<file path="config.mk">
export PLATFORM = sky130hd
export DESIGN_NAME = tpu_accum_ctrl
export DESIGN_NICKNAME = d
export VERILOG_FILES = /design/src/rtl/tpu_accum_pkg.sv /design/src/rtl/tpu_accum_ctrl.sv
export SDC_FILE = /design/constraint.sdc
export NUM_CORES = 1
export LEC_CHECK = 0
export BUFFER_PORTS_ARGS = -buffer_cell sky130_fd_sc_hd__buf_2
export CORE_AREA = 10 10 495 497
export DETAILED_ROUTE_END_ITERATION = 10
export DIE_AREA = 0 0 505 507
export PLACE_DENSITY = 0.3
export SYNTH_ARGS = -nofsm -noshare
export SYNTH_HDL_FRONTEND = slang
export SYNTH_SLANG_ARGS = --single-unit
</file>
<file path="constraint.sdc">
create_clock -name clk -period 5.35 [get_ports clk]
set_clock_uncertainty 0.05 [all_clocks]
set_input_delay 0.2675 -clock clk [delete_from_list [all_inputs] [get_ports clk]]
set_output_delay 0.2675 -clock clk [all_outputs]
set_load 0.1 [all_outputs]
</file>
<file path="src/rtl/tpu_accum_pkg.sv">
// Shared constants and state encoding for the float8 vector accumulation sequencer.
package tpu_accum_pkg;

    localparam int TPU_LANES  = 32;
    localparam int TPU_LANE_W = 8;
    localparam int TPU_VEC_W  = TPU_LANES * TPU_LANE_W;

    typedef enum logic [2:0] {
        ACC_IDLE,
        ACC_LOAD,
        ACC_ACCUM,
        ACC_WAIT,
        ACC_OUT
    } acc_state_t;

endpackage

</file>
<file path="src/rtl/tpu_accum_ctrl.sv">
// Reduces N float8 vectors to one sum through an external combinational vector adder.
// TPU_ACCUM_PIPE_EN registers the adder's second operand and adds a WAIT state per add.
//
// state     | meaning
// ACC_IDLE  | waiting for start with a non-zero vector count
// ACC_LOAD  | first vector copied straight into the accumulator
// ACC_ACCUM | accept next vector (added directly, or captured into b_reg when pipelined)
// ACC_WAIT  | pipelined build only: accumulate b_reg through the adder
// ACC_OUT   | result held until the consumer takes it
module tpu_accum_ctrl
    import tpu_accum_pkg::*;
#(
    parameter int LANES  = TPU_LANES,
    parameter int LANE_W = TPU_LANE_W,
    parameter int CNT_W  = 8
) (
    input  logic                    clk,
    input  logic                    rst_n,
    input  logic                    start,
    input  logic [CNT_W-1:0]        vec_count,
    output logic                    busy,
    input  logic                    in_valid,
    output logic                    in_ready,
    input  logic [LANES*LANE_W-1:0] in_data,
    output logic [LANES*LANE_W-1:0] add_a,
    output logic [LANES*LANE_W-1:0] add_b,
    input  logic [LANES*LANE_W-1:0] add_sum,
    input  logic                    add_ovf,
    output logic                    out_valid,
    input  logic                    out_ready,
    output logic [LANES*LANE_W-1:0] out_data,
    output logic                    out_ovf
);

    localparam int VEC_W = LANES * LANE_W;

    acc_state_t       state, state_next;
    logic [VEC_W-1:0] acc, acc_next;
    logic [CNT_W-1:0] remaining, remaining_next, rem_dec;
    logic             ovf, ovf_next;
`ifdef TPU_ACCUM_PIPE_EN
    logic [VEC_W-1:0] b_reg, b_next;
`endif

    assign rem_dec = remaining - CNT_W'(1);

    always_ff @(posedge clk or negedge rst_n) begin
        if (!rst_n) begin
            state     <= ACC_IDLE;
            acc       <= '0;
            remaining <= '0;
            ovf       <= 1'b0;
`ifdef TPU_ACCUM_PIPE_EN
            b_reg     <= '0;
`endif
        end else begin
            state     <= state_next;
            acc       <= acc_next;
            remaining <= remaining_next;
            ovf       <= ovf_next;
`ifdef TPU_ACCUM_PIPE_EN
            b_reg     <= b_next;
`endif
        end
    end

    always_comb begin
        state_next     = state;
        acc_next       = acc;
        remaining_next = remaining;
        ovf_next       = ovf;
`ifdef TPU_ACCUM_PIPE_EN
        b_next         = b_reg;
`endif
        case (state)
            ACC_IDLE: begin
                if (start && (vec_count != '0)) begin
                    state_next     = ACC_LOAD;
                    remaining_next = vec_count;
                    ovf_next       = 1'b0;
                end
            end
            ACC_LOAD: begin
                // First vector is copied, so the stale accumulator never reaches the sum.
                if (in_valid) begin
                    acc_next       = in_data;
                    remaining_next = rem_dec;
                    state_next     = (remaining == CNT_W'(1)) ? ACC_OUT : ACC_ACCUM;
                end
            end
            ACC_ACCUM: begin
                if (in_valid) begin
                    remaining_next = rem_dec;
`ifdef TPU_ACCUM_PIPE_EN
                    b_next         = in_data;
                    state_next     = ACC_WAIT;
`else
                    acc_next       = add_sum;
                    ovf_next       = ovf | add_ovf;
                    state_next     = (rem_dec == '0) ? ACC_OUT : ACC_ACCUM;
`endif
                end
            end
`ifdef TPU_ACCUM_PIPE_EN
            ACC_WAIT: begin
                acc_next   = add_sum;
                ovf_next   = ovf | add_ovf;
                state_next = (remaining == '0) ? ACC_OUT : ACC_ACCUM;
            end
`endif
            ACC_OUT: begin
                if (out_ready) begin
                    state_next = ACC_IDLE;
                end
            end
            default: begin
                state_next = ACC_IDLE;
            end
        endcase
    end

    assign busy      = (state != ACC_IDLE);
    assign in_ready  = (state == ACC_LOAD) || (state == ACC_ACCUM);
    assign out_valid = (state == ACC_OUT);
    assign out_data  = acc;
    assign out_ovf   = ovf;
    assign add_a     = acc;
`ifdef TPU_ACCUM_PIPE_EN
    assign add_b     = b_reg;
`else
    assign add_b     = in_data;
`endif

endmodule

</file>
**Word level (Yosys, flattened, before mapping)**

Cells that the tools add are included.

- Register bits: 268
- Output and inout port bits: 772

- Bitwise gates (word level): 1
- Equality and inequality tests: 9
- Mux-type cells: 16
- Add/sub/neg operators: 1
- Reduce and logical (&&, ||, !) cells: 14

Operators by type and width:

| kind | number |
|---|---|
| $mux W256 | 2 |
| $pmux W256 S2 | 1 |
| $mux W3 | 6 |
| $mux W8 | 2 |
| $pmux W8 S2 | 1 |
| $pmux W3 S4 | 1 |
| $reduce_and A3 Y1 | 3 |
| $eq A8 B1 Y1 const B | 1 |
| $logic_not A8 Y1 | 1 |
| $reduce_bool A8 Y1 | 1 |
| $sub A8 B1 Y8 const B | 1 |
| $ne A2 B2 Y1 const B | 3 |
| $reduce_bool A2 Y1 | 3 |
| $ne A2 B1 Y1 const B | 2 |
| $reduce_and A4 Y1 | 1 |
| $eq A3 B1 Y1 const B | 1 |
| $eq A3 B2 Y1 const B | 1 |
| $eq A3 B3 Y1 const B | 1 |
| $logic_not A3 Y1 | 1 |
| $reduce_bool A3 Y1 | 1 |
| $mux W1 | 2 |
| $pmux W1 S2 | 1 |
| $reduce_or A2 Y1 | 1 |
| $logic_and A1 B1 Y1 | 1 |
| 2 further kinds | 2 |

**Depth between registers and ports, before layout**

- Depth after elaboration: 5
- Depth in mapped cells: 9

**Worst setup path after synthesis**

OpenSTA, ideal clock, no wires.

- Path type: reg2reg
- Start point: register state[0]
- End point: register state[2]
- Required time: 5.236 ns
- Cell stages (with the launch flop): 5
- Arrival time: 3.070 ns
- Clock period less this slack: 3.184 ns
- Slack: 2.166 ns
- Buffers on the path: 1
- Cells stage by stage: dfrtp_1 -> buf_2 -> nor3b_1 -> o2bb2ai_1 -> a31o_2

- Longest elaborated chain between the ends: 3
- Elaborated cells on any way between the ends: 10
- Classes of those cells: 7 x eq/ne; 1 x mux; 2 x reduce/logical

RTL lines:

| item | line | source |
|---|---|---|
| start, declared | tpu_accum_ctrl.sv:37 | `acc_state_t state, state_next;` |
| start signal, assigned | tpu_accum_ctrl.sv:57 | `state <= state_next;` |
| $eq A3 B3 Y1 (*) | - |  |
| named net out_valid | tpu_accum_ctrl.sv:29 | `output logic out_valid,` |
| $ne A2 B1 Y1 (no line) | - |  |
| $reduce_and A4 Y1 (no line) | - |  |

Mark *: on every way through the listed nets, which the timed path passes. The rest lies on a longest branch.
A chain may end at the register's enable or synchronous reset.

**Final worst setup path**

- Start point: register state[0]
- End point: register acc[80] (netlist: add_a[80])

- Longest elaborated chain between the ends: 3
- Elaborated cells on any way between the ends: 7
- Classes of those cells: 4 x eq/ne; 1 x mux; 2 x reduce/logical

RTL lines:

| item | line | source |
|---|---|---|
| $eq A3 B1 Y1 or $eq A3 B2 Y1 (tied branches) | tpu_accum_ctrl.sv:75 | `case (state)` |
| $ne A2 B2 Y1 (no line) or $reduce_bool A2 Y1 (tied branches) | - |  |
| $reduce_and A3 Y1 (no line) | - |  |
| end signal, assigned | tpu_accum_ctrl.sv:58 | `acc <= acc_next;` |
| end, declared | tpu_accum_ctrl.sv:38 | `logic [VEC_W-1:0] acc, acc_next;` |

Parallel ways exist; a longest one is shown, timed or not.

==> summary.txt <==
Floorplanning
  – Die area: 256000 um2
  – Starting Density: 0.0700
  – Area of the core: 235000 um2
  – Die W: 505 um
  – Count of standard-cell rows: ~180
  – IO Pins: 1298
  – Chip height: 507 um

Route
  – WL met2: 70700 um
  – Metal-1 WL: 53600 um
  – Met3 Wirelength: about 23000 um
  – WL final: between 150000 and 200000 um
  – DR top layer: met5
  – Post-route ant nets: 0
  – Via density: 2.80
  – Via count: 17400
  – Wirelength per Cell: 24.3 um
  – Initial DRC count: 925
  – Detailed Routing Iterations Pass 1: 5
  – DRC violation count after routing: 0

Synthesis
  – Area leader, netlist: dfrtp_1
  – Top-count cell post-synth: buf_4
  – #FFs+latches synth: 268
  – Sequential area share after synthesis: 0.408
  – Synth top area share: 0.408
  – Most used DFF post-synth: dfrtp_1
  – Adder-Cell Fraction of Synth Area: 0.00228
  – Mapped Cells: about 1700
  – Post-synthesis async set-or-reset flop share: 1.00
  – Largest cells by area after synthesis: dfrtp_1 41%, buf_4 24%, mux2i_1 16%
  – Post-Synth XOR/XNOR Area: 0.00107
  – Top cells by count, synth: 535 x buf_4, 268 x dfrtp_1, 262 x nand2_1
  – Post-synthesis simple-gate area fraction: 0.0730
  – Mapped Avg Cell Area: 9.50 um2
  – Largest family of logic cells by synthesized area: buffers and inverters
  – Compound-Gate Fraction of Synth Area: 0.0911
  – Post-synthesis mux area share: 0.157
  – Synth Warn #: 0
  – Cell Area, Synth: 16400 um2
  – Netlist cell types: 34
  – Net Count, Synth: 2258
  – EDFF count, synth: 0

Global route
  – Grt ovf: 0
  – Pin count of the biggest net entering global routing: 149
  – First-pass GRT wire length: 194000 um
  – Initial antenna violation count: just over 100
  – Total track usage: 0.112
  – Vias in the first global route: 19100

Finish
  – Reg area: 6710 um2
  – Fill cells: 27200
  – Layout cells sized above 1: 0.455
  – Final core occ: 0.125
  – Multi-input combinational cell area: 5340 um2
  – Syn-to-layout area delta: 78.9%
  – Nets: 3541

Setup path
  – Setup crit start kind: flip-flop
  – Worst reg2reg path depth: 6
  – Crit path kind: flip-flop to flip-flop
  – Reg-to-Reg Start: state[0]
  – CP Capture Type: flip-flop
  – Reg2Reg Setup Slack: 2.12 ns
  – RR Endpoint: add_a[80]
  – WP data arrival: approximately 3.7 ns
  – Critical path peak fanout: between 40 and 50
  – Req. time, crit path: ~5.8 ns

CTS
  – TritonCTS Buffers: between 40 and 50
  – Clk sinks: 268
  – Worst-Skew Late Latency: 0.62 ns
  – Clk buf depth: 3
  – H-tree depth: 2
  – Post-CTS Setup Bufs: 0
  – Clock tree root driver cell: clkbuf_16
  – CTS tree: built
  – Clock slew at reported path FFs: about 0.06 ns

Worst hold path
  – Hold Path Stages: 3
  – Hold crit path type: primary input to flip-flop
  – Hold EP: add_a[160]
  – Hold_sp: in_data[160]

Timing
  – Max Clock Freq: 310 MHz
  – Worst Tran Pin Value: 1.03 ns
  – Hold Fails Final Rpt: 0
  – Worst setup slack after layout: 2.12 ns
  – Setup TNS: 0 ns
  – Setup violators final: 0
  – Headroom to the max-slew limit: 0.313
  – RSZ-0062 raised after global routing: false
  – Final period utilization: 0.603
  – Min Tclk post-route: 3.23 ns
  – Max-slew violations: 0

Placed design
  – Port bufs: 1297
  – Placement Setup Slack: approximately 2.6 ns
  – Routability cong.: 0.927
  – Dpl hpwl: about 130000 um

Status
  – Status: complete, no violations

Run
  – Max_cap viols: 0
==> cells in the final DEF, fill, tap and decap left out, types with 9 or more instances in the layout <==
| cell type | netlist | final |
|---|---|---|
| buf_12 | 0 | 9 |
| clkbuf_16 | 0 | 43 |
| diode_2 | 0 | 30 |
| dfrtp_1 | 268 | 268 |
| o21ai_1 | 83 | 83 |
| dlygate4sd3_1 | 0 | 523 |
| buf_2 | 21 | 1296 |
| mux2i_1 | 256 | 256 |
| buf_4 | 535 | 14 |
| nor2_1 | 13 | 13 |
| clkbuf_1 | 36 | 13 |
| o21ai_0 | 183 | 183 |
| nand2_1 | 262 | 262 |
==> per-stage QoR <==
step / hold WS (ns) / area (um2) / cells
after CTS: 0.00222 / 29300 / 6190
after global placement: 0.353 / 22800 / 5596
after floorplan: -0.0781 / 16400 / 1729
after detailed placement: 0.345 / 22800 / 5596
final: 0.0563 / 29400 / 6220
after global routing: 0.0267 / 29300 / 6197
==> cell families after synthesis <==
logic type / count (synthesis)
AO/OA/AOI/OAI: 289
XOR/XNOR: 2
adder cells (fa/ha/maj): 3
buffers and inverters: 608
flip-flops: 268
multiplexers: 257
AND/OR/NAND/NOR: 302
==> sequential cells by signal, summed over array words and instances, names as in the netlist <==
register   flops
add_a        256
remaining      8
state          3
out_ovf        1
==> per-layer routing <==
metal,vias to the layer above,track usage
li1,7878,-
met1,8199,0.115
met2,1029,0.187
met3,204,0.0786
met4,76,0.0262
met5,-,0
==> layout make-up <==
cell class,count,share of cell area
clock buffers,63,0.0415
well taps,3150,0.134
clock inverters,8,0.00260
diodes,30,0.00255
repair buffers,1843,0.409
multi-input cells,853,0.182
flip-flops and latches,268,0.228
inverters,5,0.000638
==> how the worst max path moves through the flow <==
| stage | startpoint | endpoint | slack [ns] | cells after the start |
|---|---|---|---|---|
| after floorplan | state[0] | state[2] | 2.17 | 4 |
| after global placement | state[2] | add_a[84] | 2.58 | 5 |
| after detailed placement | state[0] | add_a[69] | 2.56 | 5 |
| after CTS | state[0] | add_a[79] | 2.03 | 6 |
| after global routing | state[2] | add_a[76] | 1.88 | 6 |
| final | state[0] | add_a[80] | 2.12 | 6 |
==> repair_timing <==
item / in CTS / in global routing
hold endpoints to repair: 342 / 0
gates resized for setup: 0 / 0
hold buffers: 523 / 0
==> worst max-delay path, cell delays in order, from the launching register on <==
cell and delay, ns:
dfrtp_1 0.44, nor2_1 0.16, and2_4 0.82, buf_4 0.63, mux2i_1 0.24, dlygate4sd3_1 0.56, o21ai_0 0.07
Power is left out: the tool's default activity adds up to more than one toggle a clock period on the data nets, which glitch-free logic cannot reach.
